### config.mk
export PLATFORM = sky130hd
export DESIGN_NAME = shift_subtract_divider_flat
export DESIGN_NICKNAME = d
export VERILOG_FILES = /design/src/rtl/shift_subtract_divider_if.sv /design/src/rtl/shift_subtract_divider.sv /design/src/flat_wrapper.sv
export SDC_FILE = /design/constraint.sdc
export NUM_CORES = 1
export LEC_CHECK = 0
export CAP_MARGIN = 20
export CORE_MARGIN = 4
export CORE_UTILIZATION = 59
export CTS_BUF_LIST = sky130_fd_sc_hd__clkbuf_16
export CTS_CLUSTER_DIAMETER = 60
export DETAILED_ROUTE_END_ITERATION = 12
export PLACE_DENSITY = 0.86
export SLEW_MARGIN = 20
export SYNTH_ARGS = -nofsm -noshare
export SYNTH_HDL_FRONTEND = slang
export SYNTH_SLANG_ARGS = --single-unit
### constraint.sdc
create_clock -name clk -period 5.1 [get_ports clk]
set_clock_uncertainty 0.2 [all_clocks]
set_input_delay 0.51 -clock clk [delete_from_list [all_inputs] [get_ports clk]]
set_output_delay 0.51 -clock clk [all_outputs]
set_load 0.02 [all_outputs]
### src/rtl/shift_subtract_divider_if.sv
// ---------------------------------------------------------------------------
// shift_subtract_divider_if
// Handshake and operand/result bundle for the sequential divider.
//   start         request from the controller, honoured only while ready=1
//   inp_Dividend  dividend, captured on the accepted start edge
//   inp_Divisor   divisor, captured on the accepted start edge
//   ready         divider can take a new start (IDLE or DONE)
//   done          one-cycle strobe, results valid from this cycle
//   div_by_zero   current result came from a zero divisor
//   out_Quotient  registered quotient
//   out_Remainder registered remainder
// master: the controller side; slave: the divider.
// ---------------------------------------------------------------------------
interface shift_subtract_divider_if #(
  parameter int NBits = 16
);
  logic             start;
  logic [NBits-1:0] inp_Dividend;
  logic [NBits-1:0] inp_Divisor;
  logic             ready;
  logic             done;
  logic             div_by_zero;
  logic [NBits-1:0] out_Quotient;
  logic [NBits-1:0] out_Remainder;

  modport master (
    output start, inp_Dividend, inp_Divisor,
    input  ready, done, div_by_zero, out_Quotient, out_Remainder
  );

  modport slave (
    input  start, inp_Dividend, inp_Divisor,
    output ready, done, div_by_zero, out_Quotient, out_Remainder
  );
endinterface

### src/rtl/shift_subtract_divider.sv
// ---------------------------------------------------------------------------
// shift_subtract_divider
// Sequential restoring divider: one quotient bit per clock by shifting
// {R,Q} left and trial-subtracting the divisor. A nonzero division takes
// NBits cycles from the accepted start edge to the done strobe; a zero
// divisor finishes straight away with quotient all-ones and remainder equal
// to the dividend.
//
// Ports
//   clk   rising-edge clock
//   rst   asynchronous, active-low reset
//   bus   shift_subtract_divider_if.slave (start/operands in, results out)
//
// Optional build macro
//   DIVIDER_SIGNED_EN  two's complement operands/results, truncating
//                      toward zero. Undefined: unsigned only.
// ---------------------------------------------------------------------------
module shift_subtract_divider #(
  parameter int NBits = 16
) (
  input  logic                     clk,
  input  logic                     rst,
  shift_subtract_divider_if.slave  bus
);

  localparam int CntW = $clog2(NBits + 1);

  typedef enum logic [1:0] {
    IDLE = 2'd0,
    RUN  = 2'd1,
    DONE = 2'd2
  } state_t;

  state_t           state_q;
  logic [NBits:0]   rem_q;
  logic [NBits-1:0] quo_q;
  logic [NBits-1:0] dvs_q;
  logic [CntW-1:0]  cnt_q;
  logic             ready_q;
  logic             done_q;
  logic             dbz_q;
  logic [NBits-1:0] outQuo_q;
  logic [NBits-1:0] outRem_q;
`ifdef DIVIDER_SIGNED_EN
  logic             negQuo_q;
  logic             negRem_q;
`endif

  logic [NBits:0]   remShift;
  logic [NBits:0]   trial;
  logic [NBits:0]   rem_d;
  logic [NBits-1:0] quo_d;
  logic [NBits-1:0] dividendMag;
  logic [NBits-1:0] divisorMag;
  logic [NBits-1:0] finalQuo;
  logic [NBits-1:0] finalRem;
  logic             divisorZero;

  // The partial remainder always stays below the divisor, so its top bit is
  // only ever needed inside the trial subtraction and never read back.
  logic unusedRemMsb;
  assign unusedRemMsb = rem_q[NBits];

  assign divisorZero = (bus.inp_Divisor == '0);

  // One restoring step: shift {R,Q} left, try R - D, keep it if it did not
  // borrow (trial MSB clear) and record the quotient bit.
  always_comb begin
    remShift = {rem_q[NBits-1:0], quo_q[NBits-1]};
    trial    = remShift - {1'b0, dvs_q};
    rem_d    = remShift;
    quo_d    = {quo_q[NBits-2:0], 1'b0};
    if (!trial[NBits]) begin
      rem_d = trial;
      quo_d = {quo_q[NBits-2:0], 1'b1};
    end
  end

`ifdef DIVIDER_SIGNED_EN
  // Divide magnitudes; the most-negative value maps onto itself, which reads
  // correctly as an unsigned magnitude. Signs are reapplied on DONE entry.
  always_comb begin
    dividendMag = bus.inp_Dividend[NBits-1] ? -bus.inp_Dividend : bus.inp_Dividend;
    divisorMag  = bus.inp_Divisor[NBits-1]  ? -bus.inp_Divisor  : bus.inp_Divisor;
    finalQuo    = negQuo_q ? -quo_d : quo_d;
    finalRem    = negRem_q ? -rem_d[NBits-1:0] : rem_d[NBits-1:0];
  end
`else
  always_comb begin
    dividendMag = bus.inp_Dividend;
    divisorMag  = bus.inp_Divisor;
    finalQuo    = quo_d;
    finalRem    = rem_d[NBits-1:0];
  end
`endif

  // Control FSM and all registered state. done is a strobe that is only
  // raised on the edge that enters DONE, so it falls on its own next cycle
  // unless another zero-divisor start re-enters DONE immediately.
  always_ff @(posedge clk or negedge rst) begin
    if (!rst) begin
      state_q  <= IDLE;
      rem_q    <= '0;
      quo_q    <= '0;
      dvs_q    <= '0;
      cnt_q    <= '0;
      ready_q  <= 1'b1;
      done_q   <= 1'b0;
      dbz_q    <= 1'b0;
      outQuo_q <= '0;
      outRem_q <= '0;
`ifdef DIVIDER_SIGNED_EN
      negQuo_q <= 1'b0;
      negRem_q <= 1'b0;
`endif
    end else begin
      done_q <= 1'b0;
      case (state_q)
        IDLE, DONE: begin
          if (bus.start) begin
            dbz_q <= divisorZero;
            if (divisorZero) begin
              state_q  <= DONE;
              ready_q  <= 1'b1;
              done_q   <= 1'b1;
              outQuo_q <= '1;
              outRem_q <= bus.inp_Dividend;
            end else begin
              state_q <= RUN;
              ready_q <= 1'b0;
              rem_q   <= '0;
              quo_q   <= dividendMag;
              dvs_q   <= divisorMag;
              cnt_q   <= CntW'(NBits);
`ifdef DIVIDER_SIGNED_EN
              negQuo_q <= bus.inp_Dividend[NBits-1] ^ bus.inp_Divisor[NBits-1];
              negRem_q <= bus.inp_Dividend[NBits-1];
`endif
            end
          end else if (state_q == DONE) begin
            state_q <= IDLE;
          end
        end

        RUN: begin
          rem_q <= rem_d;
          quo_q <= quo_d;
          cnt_q <= cnt_q - CntW'(1);
          // Last iteration: publish the finished result on the same edge.
          if (cnt_q == CntW'(1)) begin
            state_q  <= DONE;
            ready_q  <= 1'b1;
            done_q   <= 1'b1;
            outQuo_q <= finalQuo;
            outRem_q <= finalRem;
          end
        end

        default: begin
          state_q <= IDLE;
          ready_q <= 1'b1;
        end
      endcase
    end
  end

  assign bus.ready         = ready_q;
  assign bus.done          = done_q;
  assign bus.div_by_zero   = dbz_q;
  assign bus.out_Quotient  = outQuo_q;
  assign bus.out_Remainder = outRem_q;

endmodule
### src/flat_wrapper.sv
// flat-port wrapper written by rule: the top's interface ports become plain ports
module shift_subtract_divider_flat 
#(
  parameter int NBits = 16
)
  (clk, rst, bus_start, bus_inp_Dividend, bus_inp_Divisor, bus_ready, bus_done, bus_div_by_zero, bus_out_Quotient, bus_out_Remainder);
  shift_subtract_divider_if #(.NBits(NBits)) bus_i ();
  input  logic clk;
  input  logic rst;
  input wire logic [$bits(bus_i.start)-1:0] bus_start;
  input wire logic [$bits(bus_i.inp_Dividend)-1:0] bus_inp_Dividend;
  input wire logic [$bits(bus_i.inp_Divisor)-1:0] bus_inp_Divisor;
  output wire logic [$bits(bus_i.ready)-1:0] bus_ready;
  output wire logic [$bits(bus_i.done)-1:0] bus_done;
  output wire logic [$bits(bus_i.div_by_zero)-1:0] bus_div_by_zero;
  output wire logic [$bits(bus_i.out_Quotient)-1:0] bus_out_Quotient;
  output wire logic [$bits(bus_i.out_Remainder)-1:0] bus_out_Remainder;
  assign bus_i.start = bus_start;
  assign bus_i.inp_Dividend = bus_inp_Dividend;
  assign bus_i.inp_Divisor = bus_inp_Divisor;
  assign bus_ready = bus_i.ready;
  assign bus_done = bus_i.done;
  assign bus_div_by_zero = bus_i.div_by_zero;
  assign bus_out_Quotient = bus_i.out_Quotient;
  assign bus_out_Remainder = bus_i.out_Remainder;
  shift_subtract_divider #(.NBits(NBits)) u_core (.clk(clk), .rst(rst), .bus(bus_i));
endmodule
# Yosys cells after proc, flatten, opt, wreduce, memory -nomap -nowiden
# Index checks and enable logic that the tools add are counted.
dict set report word_totals {
  ff_bits 90
  wordCells 62
}
dict set report op_classes {
  add_sub_neg 2
  reduce_logical 10
  eq_ne 8
  bitwise 1
  n_mux 31
}
# op count
set ops {}
lappend ops {{$mux W16} 11}
lappend ops {{$pmux W16 S2} 4}
lappend ops {{$sub A17 B16 Y17} 1}
lappend ops {{$logic_not A16 Y1} 1}
lappend ops {{$mux W5} 2}
lappend ops {{$pmux W5 S2} 1}
lappend ops {{$mux W2} 4}
lappend ops {{$mux W1} 6}
lappend ops {{$reduce_and A2 Y1} 3}
lappend ops {{$reduce_and A3 Y1} 2}
lappend ops {{$eq A5 B1 Y1 const B} 1}
lappend ops {{$sub A5 B1 Y5 const B} 1}
lappend ops {{$ne A2 B1 Y1 const B} 2}
lappend ops {{$ne A2 B2 Y1 const B} 2}
lappend ops {{$pmux W1 S2} 2}
lappend ops {{$pmux W2 S2} 1}
lappend ops {{$reduce_and A4 Y1} 1}
lappend ops {{$ne A3 B2 Y1 const B} 1}
lappend ops {{$eq A2 B1 Y1 const B} 1}
lappend ops {{$eq A2 B2 Y1 const B} 1}
lappend ops {{$logic_not A2 Y1} 1}
lappend ops {{$reduce_bool A2 Y1} 1}
lappend ops {{$reduce_or A2 Y1} 1}
lappend ops {{$not A1 Y1} 1}

# Longest topological paths before layout
dict set report logic_depth {
  word_depth 4
  depth_mapped 13
}

# Worst setup path after synthesis
# Ideal clock, no wire load.
dict set report synth_timing {
  path_type {reg2reg}
  start {reg u_core.quo_q[15]}
  end {reg u_core.outRem_q[11], in the netlist u_core.bus.out_Remainder[11]}
  n_path_buf 1
  slack_ns 2.217
  path_stages_with_launch 13
  setup_ns 0.126
  t_required_ns 4.774
  t_arrival_ns 2.556
  path_cell_list {dfrtp_1 -> inv_1 -> ha_1 -> inv_1 -> fa_1 -> a211oi_1 -> o211a_1 -> or3_4 -> a31oi_1 -> or2_1 -> buf_6 -> and3_1 -> o32a_1}
}
dict set report synth_via {
  elab_chain_len 4
}
# element line
set synth_lines {}
lappend synth_lines {{start, declared} shift_subtract_divider.sv:36} ;# logic [NBits-1:0] quo_q;
lappend synth_lines {{start signal, assigned} shift_subtract_divider.sv:132} ;# quo_q <= dividendMag;
lappend synth_lines {{start signal, assigned} shift_subtract_divider.sv:147} ;# quo_q <= quo_d;
lappend synth_lines {{$sub A17 B16 Y17} shift_subtract_divider.sv:70} ;# trial = remShift - {1'b0, dvs_q};
lappend synth_lines {{$mux W16} shift_subtract_divider.sv:73} ;# if (!trial[NBits]) begin
lappend synth_lines {{$mux W16} shift_subtract_divider.sv:150} ;# if (cnt_q == CntW'(1)) begin
lappend synth_lines {{$pmux W16 S2} shift_subtract_divider.sv:118} ;# case (state_q)
lappend synth_lines {{end signal, assigned} shift_subtract_divider.sv:127} ;# outRem_q <= bus.inp_Dividend;
lappend synth_lines {{end signal, assigned} shift_subtract_divider.sv:155} ;# outRem_q <= finalRem;
lappend synth_lines {{end, declared} shift_subtract_divider.sv:43} ;# logic [NBits-1:0] outRem_q;
# Every way passes these cells. The select of a mux whose other input is x is not followed.
# A chain may end at the register's enable or synchronous reset.

# Worst setup path in the final report
dict set report layout_timing {
  start {reg u_core.quo_q[15]}
  end {reg u_core.outRem_q[15], in the netlist u_core.bus.out_Remainder[15]}
}
# Same word-level chain as after synthesis.

==> impl_metrics.json <==
{
  "clock_tree_from_tritoncts": "built",
  "ctsLongestPathBuffers": 2,
  "drt_iter0_markers": 343,
  "maxCapViolCount": 0,
  "swShare": 0.459,
  "synthArstFlopShare": 1.00,
  "worstSetupPathDepth": 11,
  "yosysWarningCount": 0,
  "cpMaxStageDelayCell": "or2_1",
  "route.vias.total": 4158,
  "cts_htree_levels": 3,
  "synth_nets": 576,
  "post-cts-setup-buffers": 0,
  "yosys_register_bits": 90,
  "fillers": 576,
  "report.final.hold_viol_count": 0,
  "element_type_at_the_critical_path_start": "flop",
  "post_synth_inst_count": 522,
  "data_arrival_time_of_the_worst_path_ns": 3.40,
  "route.detailed.vias_per_inst": 6.04,
  "number_of_buffers_and_inverters_on_the_critical_path": 2,
  "placed_area_sq_um": 5390,
  "critical_path.reg2reg.startpoint": "u_core.quo_q[15]",
  "critPathCapture": "u_core.bus.out_Remainder[15]",
  "avgRoutedWirePerCell_um": 18.1,
  "route.met2.wl_um": 6040,
  "fp.coreArea_sq_um": 7690,
  "power.leakage_nw": 2.54,
  "seq_power_share": 0.276,
  "ws_path_type": "reg2reg",
  "synth_sequential_area_ratio": 0.485,
  "reg2regPathDepth": 11,
  "fin_hold_ws_ns": 0.0163,
  "dr.pass1.iters": 5,
  "worstSkewPairLatency_ns": 0.34,
  "timing.critical_path.from": "u_core.quo_q[15]",
  "routability_cong": 0.882,
  "grt_pass1_wl_um": 20400,
  "synth-main-ff-cell": "dfrtp_1",
  "crit_family": "simple AND/OR/NAND/NOR gates",
  "run_status": "finished, final reports clean",
  "top_layer_used": "met4",
  "wl_um": 12400,
  "final_min_period_over_clock_period": 0.654,
  "post_route_cell_area_sq_um": 5670,
  "cp_common_cell": "inv_1",
  "crit-reg2reg-capture": "u_core.bus.out_Remainder[15]",
  "finalSetupViolations": 0,
  "power.share.combinational": 0.585,
  "area_enclosed_by_the_die_boundary_sq_um": 9360,
  "fmaxAchievable_mhz": 300,
  "cts-buffers-inserted": 9,
  "peak_supply_drop_mv": 0.436,
  "layout-area-overhead-vs-synth_pct": 22.0,
  "r2r_slack_ns": 1.76,
  "timing_worst_slew_pin_value_ns": 1.17,
  "timing_max_transition_violations_final": 0,
  "portBuffers": 69,
  "io_pins": 70,
  "crit_required_ns": 5.17,
  "cts_sinks": 90,
  "power.density_cell_area_nw_per_um2": 817,
  "drc_errors": 0,
  "clock-root-buffer": "clkbuf_16",
  "std_cell_rows": 32,
  "postSynthAreaPerCell_sq_um": 8.91,
  "grt_pass1_vias": 4097,
  "worst_setup_path_end_kind": "flop",
  "cts_resized": 0,
  "grt_use_total": 0.268,
  "chipWidth_um": 96.8,
  "antenna_found_initial": 0,
  "finalSetupTns_ns": 0,
  "timing.slew.headroom": 0.216,
  "switching_power_mw": 2.13,
  "power_report.internal_total_mw": 2.51,
  "die-height_um": 96.8,
  "synth_enable_flop_cells": 0,
  "crit_path_max_fanout": 15,
  "hpwl_um": 8850,
  "drt.antenna.violating_nets": 0,
  "finish.net_count": 635,
  "synth_cell_types": 55,
  "wl_met3_um": 919,
  "grt_max_degree": 91,
  "ctsHoldBuffers": 0,
  "cts.clk_slew.worst_paths_ns": 0.07,
  "pwr-share-clk": 0.139,
  "gr-total-overflow": 0,
  "drive_above_1_share": 0.0529,
  "period_minus_slack_ns": 3.34,
  "met1_length_um": 5180,
  "worstPathCellList": "inv_1 -> ha_1 -> inv_1 -> fa_1 -> a211oi_1 -> o211a_1 -> or3_4 -> a31oi_1 -> or2_1 -> mux2_2 -> a21oi_1",
  "worst_hold_path_type": "in2async",
  "initial_core_util": 0.605,
  "grt_setup_unrepaired": "no",
  "critical_path.max_stage_delay_ns": 0.55,
  "number_of_antenna_diodes": 0,
  "mappedNetlistArea_sq_um": 4650
}
==> through the flow <==
stage | util | cells | power, mW | setup WS [ns]
2_1_floorplan | - | 522 | 3.18 | 2.22
3_3_place_gp | 0.701 | 672 | 3.84 | 1.78
3_5_place_dp | 0.701 | 672 | 3.94 | 1.65
4_1_cts | 0.738 | 688 | 4.61 | 1.80
5_1_grt | 0.738 | 688 | 4.98 | 1.53
6_report | 0.738 | 688 | 4.63 | 1.76
==> power groups by stage <==
| stage | combinational [mW] | clock (mW) | sequential, mW |
|---|---|---|---|
| after floorplan | 1.81 | 0 | 1.37 |
| after global placement | 2.57 | 0 | 1.27 |
| after detailed placement | 2.66 | 0 | 1.28 |
| after CTS | 2.68 | 0.650 | 1.27 |
| after global routing | 2.98 | 0.689 | 1.31 |
| final | 2.71 | 0.644 | 1.28 |
==> cell usage after synthesis, drive strengths merged, types with 2 or more instances <==
cell type	instances	area [sq um]
nor3	7	45.0
and2	4	26.3
buf	6	41.3
o211ai	4	30.0
a2bb2oi	2	17.5
o311ai	2	17.5
and3	3	28.8
xnor2	7	61.3
o21a	4	30.0
a22oi	4	30.0
clkbuf	19	71.3
xor2	6	52.6
ha	18	225
nor2b	2	12.5
a211o	4	36.3
a211oi	2	15.0
dfrtp	89	2230
mux2i	4	40.0
a21oi	31	155
and4	2	20.0
inv	24	90.1
or3	2	17.5
nand2	106	398
nand3	21	105
a21boi	2	15.0
o32a	3	30.0
o21ai	48	240
o22ai	2	12.5
nor4	5	31.3
nand2b	4	25.0
nor2	39	146
a21o	7	52.6
a31oi	25	156
==> final cells by class <==
class                      instances  area (sq um)  share of cell area
timing repair buffer              73           722               0.127
clock inverter                     7          60.1              0.0106
sequential                        90          2250               0.397
clock buffer                       9           225              0.0397
inverter                          25          93.8              0.0165
tap                              102           128              0.0225
multi-input combinational        382          2190               0.386
==> cells by family after synthesis <==
| group | Yosys count | synth area share |
|---|---|---|
| AOI/OAI and AO/OA | 147 | 0.194 |
| xor gates and xnor gates | 13 | 0.0245 |
| adders and majority gates | 19 | 0.0527 |
| buffers and inverters | 50 | 0.0444 |
| DFF | 90 | 0.485 |
| muxes | 5 | 0.0110 |
| and+or+nand+nor | 198 | 0.189 |
==> registers in the layout (all words and copies together) (netlist names) <==
signal,cells
u_core.bus.done,1
u_core.rem_q,16
u_core.quo_q,16
u_core.bus.out_Remainder,16
u_core.bus.div_by_zero,1
u_core.state_q,2
u_core.bus.ready,1
u_core.cnt_q,5
u_core.bus.out_Quotient,16
u_core.dvs_q,16
==> per-layer routing <==
layer,GRT usage,up-vias
li1,-,1944
met1,0.362,1968
met2,0.442,216
met3,0.0476,30
met4,0.0853,0
met5,0,-
==> how the worst min path moves through the flow <==
| stage | endpoint | cells past startpoint |
|---|---|---|
| after floorplan | u_core.bus.div_by_zero | 0 |
| after global placement | u_core.bus.out_Quotient[11] | 2 |
| after detailed placement | u_core.bus.out_Quotient[11] | 2 |
| after CTS | u_core.quo_q[3] | 1 |
| after global routing | u_core.quo_q[5] | 1 |
| final | u_core.quo_q[5] | 1 |
==> placed cells by master (no fill, tap or decap), drive strengths merged, types with 3 or more instances in the layout <==
master and n:
clkinv 3, o21a 4, nor3 7, nor2 39, dfrtp 89, a21oi 31, a22oi 4, clkbuf 9
nor4 5, mux2i 4, o211ai 4, and3 3, ha 18, nand2 106, xnor2 7, clkdlybuf4s50 68
and2 4, nand2b 4, xor2 6, buf 5, a21o 7, inv 28, o21ai 48, a211o 4
a31oi 25, nand3 21, o32a 3
Note: power is estimated with default switching activity, not from simulation.
